==> config.mk <==
export PLATFORM = sky130hd
export DESIGN_NAME = id_exe_skid_stage_flat
export DESIGN_NICKNAME = d
export VERILOG_FILES = /design/src/rtl/id_exe_skid_stage_if.sv /design/src/rtl/id_exe_skid_stage.sv /design/src/flat_wrapper.sv
export SDC_FILE = /design/constraint.sdc
export NUM_CORES = 1
export LEC_CHECK = 0
export ABC_AREA = 1
export ABC_CLOCK_PERIOD_IN_PS = 14200
export BUFFER_PORTS_ARGS = -buffer_cell sky130_fd_sc_hd__buf_2
export CAP_MARGIN = 20
export CORE_UTILIZATION = 60
export CTS_CLUSTER_SIZE = 30
export DETAILED_ROUTE_END_ITERATION = 8
export PLACE_DENSITY = 0.93
export SLEW_MARGIN = 20
export SYNTH_ARGS = -nofsm -noshare
export SYNTH_HDL_FRONTEND = slang
export SYNTH_SLANG_ARGS = --single-unit
==> constraint.sdc <==
create_clock -name clk -period 14.2 [get_ports clk]
set_clock_uncertainty 0.1 [all_clocks]
set_input_delay 1.42 -clock clk [delete_from_list [all_inputs] [get_ports clk]]
set_output_delay 1.42 -clock clk [all_outputs]
set_load 0.1 [all_outputs]
==> src/rtl/id_exe_skid_stage_if.sv <==
// ID->EXE handshake bundle: the ID-side inputs, the registered EXE-side outputs and
// the valid/ready pair for each side.
interface id_exe_skid_stage_if #(
    parameter int WORD_LEN    = 16,
    parameter int INST_LEN    = 16,
    parameter int EXE_CMD_LEN = 4
);
    logic                   in_valid;
    logic                   in_ready;
    logic                   ImSel_IN;
    logic                   xSel_IN;
    logic                   Reg_W_En_IN;
    logic                   BranchTK_IN;
    logic [EXE_CMD_LEN-1:0] EXE_CMD_IN;
    logic [INST_LEN-1:0]    PC_IN;
    logic [INST_LEN-1:0]    Instruction_IN;
    logic [WORD_LEN-1:0]    IMMG_IN;
    logic [WORD_LEN-1:0]    RD1_IN;
    logic [WORD_LEN-1:0]    RD2_IN;

    logic                   out_valid;
    logic                   out_ready;
    logic                   ImSel;
    logic                   xSel;
    logic                   Reg_W_En;
    logic                   BranchTK;
    logic [EXE_CMD_LEN-1:0] EXE_CMD;
    logic [INST_LEN-1:0]    PC;
    logic [INST_LEN-1:0]    Instruction;
    logic [WORD_LEN-1:0]    IMMG;
    logic [WORD_LEN-1:0]    RD1;
    logic [WORD_LEN-1:0]    RD2;

    // Pipeline stage view.
    modport slave (
        input  in_valid, ImSel_IN, xSel_IN, Reg_W_En_IN, BranchTK_IN, EXE_CMD_IN,
               PC_IN, Instruction_IN, IMMG_IN, RD1_IN, RD2_IN, out_ready,
        output in_ready, out_valid, ImSel, xSel, Reg_W_En, BranchTK, EXE_CMD,
               PC, Instruction, IMMG, RD1, RD2
    );

    // Surrounding pipeline (ID producer and EXE consumer) view.
    modport master (
        output in_valid, ImSel_IN, xSel_IN, Reg_W_En_IN, BranchTK_IN, EXE_CMD_IN,
               PC_IN, Instruction_IN, IMMG_IN, RD1_IN, RD2_IN, out_ready,
        input  in_ready, out_valid, ImSel, xSel, Reg_W_En, BranchTK, EXE_CMD,
               PC, Instruction, IMMG, RD1, RD2
    );
endinterface

==> src/rtl/id_exe_skid_stage.sv <==
// ID/EXE pipeline register with a one-entry skid buffer, so in_ready is a pure
// register decode. Also counts back-pressure cycles and flushed bundles.
module id_exe_skid_stage #(
    parameter int WORD_LEN    = 16,
    parameter int INST_LEN    = 16,
    parameter int EXE_CMD_LEN = 4,
    parameter int CNT_LEN     = 16
) (
    input  logic                clk,
    input  logic                Reset,
    input  logic                flush,
    input  logic                cnt_clr,
    id_exe_skid_stage_if.slave  bus,
    output logic [CNT_LEN-1:0]  stall_cnt,
    output logic [CNT_LEN-1:0]  flush_cnt
);
    localparam int DATA_W = 2 * INST_LEN + 3 * WORD_LEN;
    localparam int BUN_W  = 4 + EXE_CMD_LEN + DATA_W;
    localparam logic [CNT_LEN-1:0] CNT_MAX = '1;

    typedef enum logic [1:0] {
        EMPTY = 2'd0,
        FULL  = 2'd1,
        SKID  = 2'd2
    } state_t;

    state_t             state_q, state_d;
    logic [BUN_W-1:0]   main_q, main_d;
    logic [BUN_W-1:0]   skid_q, skid_d;
    logic [BUN_W-1:0]   in_bundle;
    logic [CNT_LEN-1:0] stall_cnt_q, stall_cnt_d;
    logic [CNT_LEN-1:0] flush_cnt_q, flush_cnt_d;
    logic [CNT_LEN:0]   flush_sum;
    logic [1:0]         held;
    logic [1:0]         discard;
    logic               out_valid_w;
    logic               accept;
    logic               rel;

    assign in_bundle = {bus.ImSel_IN, bus.xSel_IN, bus.Reg_W_En_IN, bus.BranchTK_IN,
                        bus.EXE_CMD_IN, bus.PC_IN, bus.Instruction_IN,
                        bus.IMMG_IN, bus.RD1_IN, bus.RD2_IN};

    assign out_valid_w  = (state_q != EMPTY);
    assign bus.in_ready = (state_q != SKID);
    assign bus.out_valid = out_valid_w;
    assign accept = bus.in_valid && (state_q != SKID);
    assign rel    = out_valid_w && bus.out_ready;

    always_comb begin
        state_d = state_q;
        main_d  = main_q;
        skid_d  = skid_q;
        if (flush) begin
            state_d = EMPTY;
        end else begin
            unique case (state_q)
                EMPTY: begin
                    if (accept) begin
                        state_d = FULL;
                        main_d  = in_bundle;
                    end
                end
                FULL: begin
                    if (accept && rel) begin
                        main_d = in_bundle;
                    end else if (accept) begin
                        state_d = SKID;
                        skid_d  = in_bundle;
                    end else if (rel) begin
                        state_d = EMPTY;
                    end
                end
                SKID: begin
                    if (rel) begin
                        state_d = FULL;
                        main_d  = skid_q;
                    end
                end
                default: state_d = EMPTY;
            endcase
        end
    end

    // A flush discards every held entry plus whatever is presented that cycle,
    // even in SKID where in_ready is low.
    always_comb begin
        held        = (state_q == SKID) ? 2'd2 : ((state_q == FULL) ? 2'd1 : 2'd0);
        discard     = held + {1'b0, bus.in_valid};
        flush_sum   = {1'b0, flush_cnt_q} + {{(CNT_LEN - 1){1'b0}}, discard};
        stall_cnt_d = stall_cnt_q;
        flush_cnt_d = flush_cnt_q;
        if (cnt_clr) begin
            stall_cnt_d = '0;
            flush_cnt_d = '0;
        end else begin
            if (out_valid_w && !bus.out_ready && !flush && (stall_cnt_q != CNT_MAX)) begin
                stall_cnt_d = stall_cnt_q + 1'b1;
            end
            if (flush) begin
                flush_cnt_d = flush_sum[CNT_LEN] ? CNT_MAX : flush_sum[CNT_LEN-1:0];
            end
        end
    end

    always_ff @(posedge clk or posedge Reset) begin
        if (Reset) begin
            state_q     <= EMPTY;
            main_q      <= '0;
            skid_q      <= '0;
            stall_cnt_q <= '0;
            flush_cnt_q <= '0;
        end else begin
            state_q     <= state_d;
            main_q      <= main_d;
            skid_q      <= skid_d;
            stall_cnt_q <= stall_cnt_d;
            flush_cnt_q <= flush_cnt_d;
        end
    end

    // Control fields read as a bubble whenever nothing valid is presented.
    assign bus.ImSel    = out_valid_w & main_q[BUN_W-1];
    assign bus.xSel     = out_valid_w & main_q[BUN_W-2];
    assign bus.Reg_W_En = out_valid_w & main_q[BUN_W-3];
    assign bus.BranchTK = out_valid_w & main_q[BUN_W-4];
    assign bus.EXE_CMD  = out_valid_w ? main_q[DATA_W +: EXE_CMD_LEN] : '0;
    assign {bus.PC, bus.Instruction, bus.IMMG, bus.RD1, bus.RD2} = main_q[DATA_W-1:0];

    assign stall_cnt = stall_cnt_q;
    assign flush_cnt = flush_cnt_q;
endmodule

==> src/flat_wrapper.sv <==
// flat-port wrapper written by rule: the top's interface ports become plain ports
module id_exe_skid_stage_flat 
#(
    parameter int WORD_LEN    = 16,
    parameter int INST_LEN    = 16,
    parameter int EXE_CMD_LEN = 4,
    parameter int CNT_LEN     = 16
)
  (clk, Reset, flush, cnt_clr, stall_cnt, flush_cnt, bus_in_valid, bus_ImSel_IN, bus_xSel_IN, bus_Reg_W_En_IN, bus_BranchTK_IN, bus_EXE_CMD_IN, bus_PC_IN, bus_Instruction_IN, bus_IMMG_IN, bus_RD1_IN, bus_RD2_IN, bus_out_ready, bus_in_ready, bus_out_valid, bus_ImSel, bus_xSel, bus_Reg_W_En, bus_BranchTK, bus_EXE_CMD, bus_PC, bus_Instruction, bus_IMMG, bus_RD1, bus_RD2);
  id_exe_skid_stage_if #(.WORD_LEN(WORD_LEN), .INST_LEN(INST_LEN), .EXE_CMD_LEN(EXE_CMD_LEN)) bus_i ();
  input  logic clk;
  input  logic Reset;
  input  logic flush;
  input  logic cnt_clr;
  output logic [CNT_LEN-1:0] stall_cnt;
  output logic [CNT_LEN-1:0] flush_cnt;
  input wire logic [$bits(bus_i.in_valid)-1:0] bus_in_valid;
  input wire logic [$bits(bus_i.ImSel_IN)-1:0] bus_ImSel_IN;
  input wire logic [$bits(bus_i.xSel_IN)-1:0] bus_xSel_IN;
  input wire logic [$bits(bus_i.Reg_W_En_IN)-1:0] bus_Reg_W_En_IN;
  input wire logic [$bits(bus_i.BranchTK_IN)-1:0] bus_BranchTK_IN;
  input wire logic [$bits(bus_i.EXE_CMD_IN)-1:0] bus_EXE_CMD_IN;
  input wire logic [$bits(bus_i.PC_IN)-1:0] bus_PC_IN;
  input wire logic [$bits(bus_i.Instruction_IN)-1:0] bus_Instruction_IN;
  input wire logic [$bits(bus_i.IMMG_IN)-1:0] bus_IMMG_IN;
  input wire logic [$bits(bus_i.RD1_IN)-1:0] bus_RD1_IN;
  input wire logic [$bits(bus_i.RD2_IN)-1:0] bus_RD2_IN;
  input wire logic [$bits(bus_i.out_ready)-1:0] bus_out_ready;
  output wire logic [$bits(bus_i.in_ready)-1:0] bus_in_ready;
  output wire logic [$bits(bus_i.out_valid)-1:0] bus_out_valid;
  output wire logic [$bits(bus_i.ImSel)-1:0] bus_ImSel;
  output wire logic [$bits(bus_i.xSel)-1:0] bus_xSel;
  output wire logic [$bits(bus_i.Reg_W_En)-1:0] bus_Reg_W_En;
  output wire logic [$bits(bus_i.BranchTK)-1:0] bus_BranchTK;
  output wire logic [$bits(bus_i.EXE_CMD)-1:0] bus_EXE_CMD;
  output wire logic [$bits(bus_i.PC)-1:0] bus_PC;
  output wire logic [$bits(bus_i.Instruction)-1:0] bus_Instruction;
  output wire logic [$bits(bus_i.IMMG)-1:0] bus_IMMG;
  output wire logic [$bits(bus_i.RD1)-1:0] bus_RD1;
  output wire logic [$bits(bus_i.RD2)-1:0] bus_RD2;
  assign bus_i.in_valid = bus_in_valid;
  assign bus_i.ImSel_IN = bus_ImSel_IN;
  assign bus_i.xSel_IN = bus_xSel_IN;
  assign bus_i.Reg_W_En_IN = bus_Reg_W_En_IN;
  assign bus_i.BranchTK_IN = bus_BranchTK_IN;
  assign bus_i.EXE_CMD_IN = bus_EXE_CMD_IN;
  assign bus_i.PC_IN = bus_PC_IN;
  assign bus_i.Instruction_IN = bus_Instruction_IN;
  assign bus_i.IMMG_IN = bus_IMMG_IN;
  assign bus_i.RD1_IN = bus_RD1_IN;
  assign bus_i.RD2_IN = bus_RD2_IN;
  assign bus_i.out_ready = bus_out_ready;
  assign bus_in_ready = bus_i.in_ready;
  assign bus_out_valid = bus_i.out_valid;
  assign bus_ImSel = bus_i.ImSel;
  assign bus_xSel = bus_i.xSel;
  assign bus_Reg_W_En = bus_i.Reg_W_En;
  assign bus_BranchTK = bus_i.BranchTK;
  assign bus_EXE_CMD = bus_i.EXE_CMD;
  assign bus_PC = bus_i.PC;
  assign bus_Instruction = bus_i.Instruction;
  assign bus_IMMG = bus_i.IMMG;
  assign bus_RD1 = bus_i.RD1;
  assign bus_RD2 = bus_i.RD2;
  id_exe_skid_stage #(.WORD_LEN(WORD_LEN), .INST_LEN(INST_LEN), .EXE_CMD_LEN(EXE_CMD_LEN), .CNT_LEN(CNT_LEN)) u_core (.clk(clk), .Reset(Reset), .flush(flush), .cnt_clr(cnt_clr), .bus(bus_i), .stall_cnt(stall_cnt), .flush_cnt(flush_cnt));
endmodule
==> impl_results.md <==
- Setup-failing EPs final: 0
- GRT overflow: 0
- Drt wl/cell: 13.9 µm
- Total GRT Usage: 26.3%
- Die Area: about 0.018 mm²
- Setup Slack @ Placement: slightly above 10000 ps
- Final Max Slew Viols: 0
- GRT met2 Usage: between 40% and 50%
- Final Hold Fails: 0
- Period utilization: 27.3%
- Number of flops mapped to enable cells by yosys: 0
- TritonCTS clock tree: yes
- Syn. warnings: 0
- Layout Nets: between 1500 and 2000
- Core outline area: approximately 0.017 mm²
- Fmax: ~0.26 GHz
- Top_reg_cell synth: dfrtp_1
- Final Critical Period: 3870 ps
- Num CTS Buffers: 23
- Clock Tree Buf Depth: 3
- Yosys cell types: 28
- Top cell type's share of synthesized area: about half
- Setup_tns: 0 ps
- GR Util met3: 4.39%
- Pwr dens: 179 mW/mm²
- H-tree depth: 1
- Post-CTS resize count: 0
- Synth area leaders: dfrtp_1 (50%), nand2_1 (12%), o21ai_0 (11%)
- Initial Utilization: 61.3%
- Leakage: between 0.006 and 0.007 µW
- Root Driver: clkbuf_16
- Global-route wire length before repair: 38.8 mm
- Most frequent cell after synthesis: nand2_1
- Net Count, Synth: 1458
- Peak VDD IR: 0.133 mV
- Slew margin rel.: a little under a third
- Data arrival, critical path: ~2400 ps
- Clock Pin Slew Worst Setup and Hold Paths: 60 ps
- Detailed-route wire length: 23.7 mm
- DIE HEIGHT: 135 µm
- Residual DRC: 0
- Crit path from: u_core.state_q[0]
- Status: completed
- Crit end category: primary output
- Seq/Total Area, Yosys: approximately half
- GR peak layer: met2
- #FFs+latches synth: 210
- 1st-iter DRT viols: around 640
- Antenna violations before repair: 2
- Area of the multi-input gates: 0.00364 mm²
- Cell area after synthesis: 0.0106 mm²
- Clock sink total: 210
- Skew-Pair Late Insertion Delay: 490 ps
- Core Util, Final: 68.5%
- Number of global-route vias before repair: roughly 8400
- FFs w/ async S/R, synth: 100%
- CP max FO: 112
- Worst path required time: 12680 ps
- Yosys top cell by area: dfrtp_1
- Post-route setup slack: 10330 ps
- Crit Path Category: reg2out
- Worst Hold Class: reg2reg
- Post-DP HPWL: 15.2 mm
- Vias per cell: around 5.3
- M1 GR Usage: approximately 34%
- Vias: 8970
- P&R area growth vs syn: 11.7%
- Setup Buffers After CTS: 0
- Reg-to-Reg Start: u_core.state_q[0]
- FF/Latch Area: roughly 0.0053 mm²
- Mapped Cells: 1359
- # fillers: 1321
- # Max-Cap Violations: 0
- Leading cell types by count after synthesis: nand2_1 (339), o21ai_0 (227), dfrtp_1 (210)
- Slew @ Worst Pin: 1020 ps
- Critical path startpoint category: flop
- Min-delay src: u_core.skid_q[22]
- PortBufs: 215
- Syn_area_per_cell: 7.77 µm²
- Largest net degree at the start of global routing: 128
- Boundary Pins: 216
- DRT Pass-1 Iters: 7
- Post-detailed-route count of antenna-violating nets: 0
- Row count: 48
- RSZ-0062 raised after global routing: false
- Share of layout cells above drive strength 1: 18.1%
- # hold bufs at CTS: 0
- Die W: 135 µm
- RD Place Congestion: 0.906
[final timing paths]
kind | endpoint | slack [ps] | cells after the start
worst max-delay path | bus_in_ready | 10330 | 3
worst min-delay path | u_core.skid_q[22] | 390 | 2
worst max register to register | u_core.main_q[46] | 10800 | 7
worst min register to register | u_core.skid_q[22] | 390 | 2
max in group asynchronous | u_core.skid_q[85] | 11750 | 3
min in group asynchronous | u_core.flush_cnt[5] | 1020 | 2
[routing by layer]
metal / up-vias / share of wire, %
met5: - / 0
met4: 0 / 3.8
met3: 68 / 6.7
met2: 336 / 49
li1: 4352 / -
met1: 4214 / 41
[layout make-up]
class | instances | share of cell area, %
clock inverter | 7 | 0.562
multi-input combinational | 801 | 30.8
clock buffer | 31 | 5.39
timing repair buffer | 222 | 9.70
tap | 225 | 2.39
sequential | 210 | 44.5
inverter | 204 | 6.55
antenna | 2 | 0.0424
[critical path, cell delays in order (launching register included)]
cell	delay [ps]
dfrtp_1	410
inv_1	120
nand2_4	740
buf_2	570
[report_power, final]
group	switching (µW)	leakage [µW]	total (µW)	internal, µW
sequential	67.1	0.00256	812	744
combinational	611	0.00343	735	124
clock	232	0.000345	563	330
total	911	0.00634	2110	1200
[sequential cells by signal (all words and copies together), names as in the netlist]
register,count
u_core.flush_cnt,16
u_core.stall_cnt,16
u_core.main_q,88
u_core.state_q,2
u_core.skid_q,88
[through the flow]
step | hold WS (ps) | total power [µW] | cell area, µm² | std cells
2_1_floorplan | 353 | 1500 | 10600 | 1359
3_3_place_gp | 367 | 1530 | 11100 | 1661
3_5_place_dp | 374 | 1550 | 11100 | 1661
4_1_cts | 389 | 2120 | 11800 | 1699
5_1_grt | 408 | 2210 | 11800 | 1702
6_report | 388 | 2110 | 11800 | 1702
[cells in the final DEF (no fill, tap or decap), drive strengths merged, types with 2 or more instances in the layout]
| master | netlist | layout |
|---|---|---|
| a21oi | 55 | 55 |
| buf | 121 | 222 |
| clkbuf | 23 | 31 |
| clkinv | 0 | 4 |
| dfrtp | 210 | 210 |
| diode | 0 | 2 |
| ha | 4 | 4 |
| inv | 204 | 205 |
| nand2 | 340 | 340 |
| nand3 | 28 | 28 |
| nand4 | 23 | 23 |
| nor2 | 105 | 105 |
| o21ai | 229 | 229 |
| o21bai | 3 | 3 |
| or2 | 2 | 2 |
| xnor2 | 2 | 2 |
| xor2 | 5 | 5 |
[cell families (layout without fill, tap and decap cells)]
family	Yosys count	after routing	synth area share (%)
AND/OR/NAND/NOR	499	499	19.0
AO/OA/AOI/OAI	290	290	14.0
adder cells (fa/ha/maj)	5	5	0.663
flip-flops	210	210	49.8
buffers and inverters	348	464	16.0
other	0	2	0
XOR/XNOR	7	7	0.580
(Power assumes the default switching activity.)
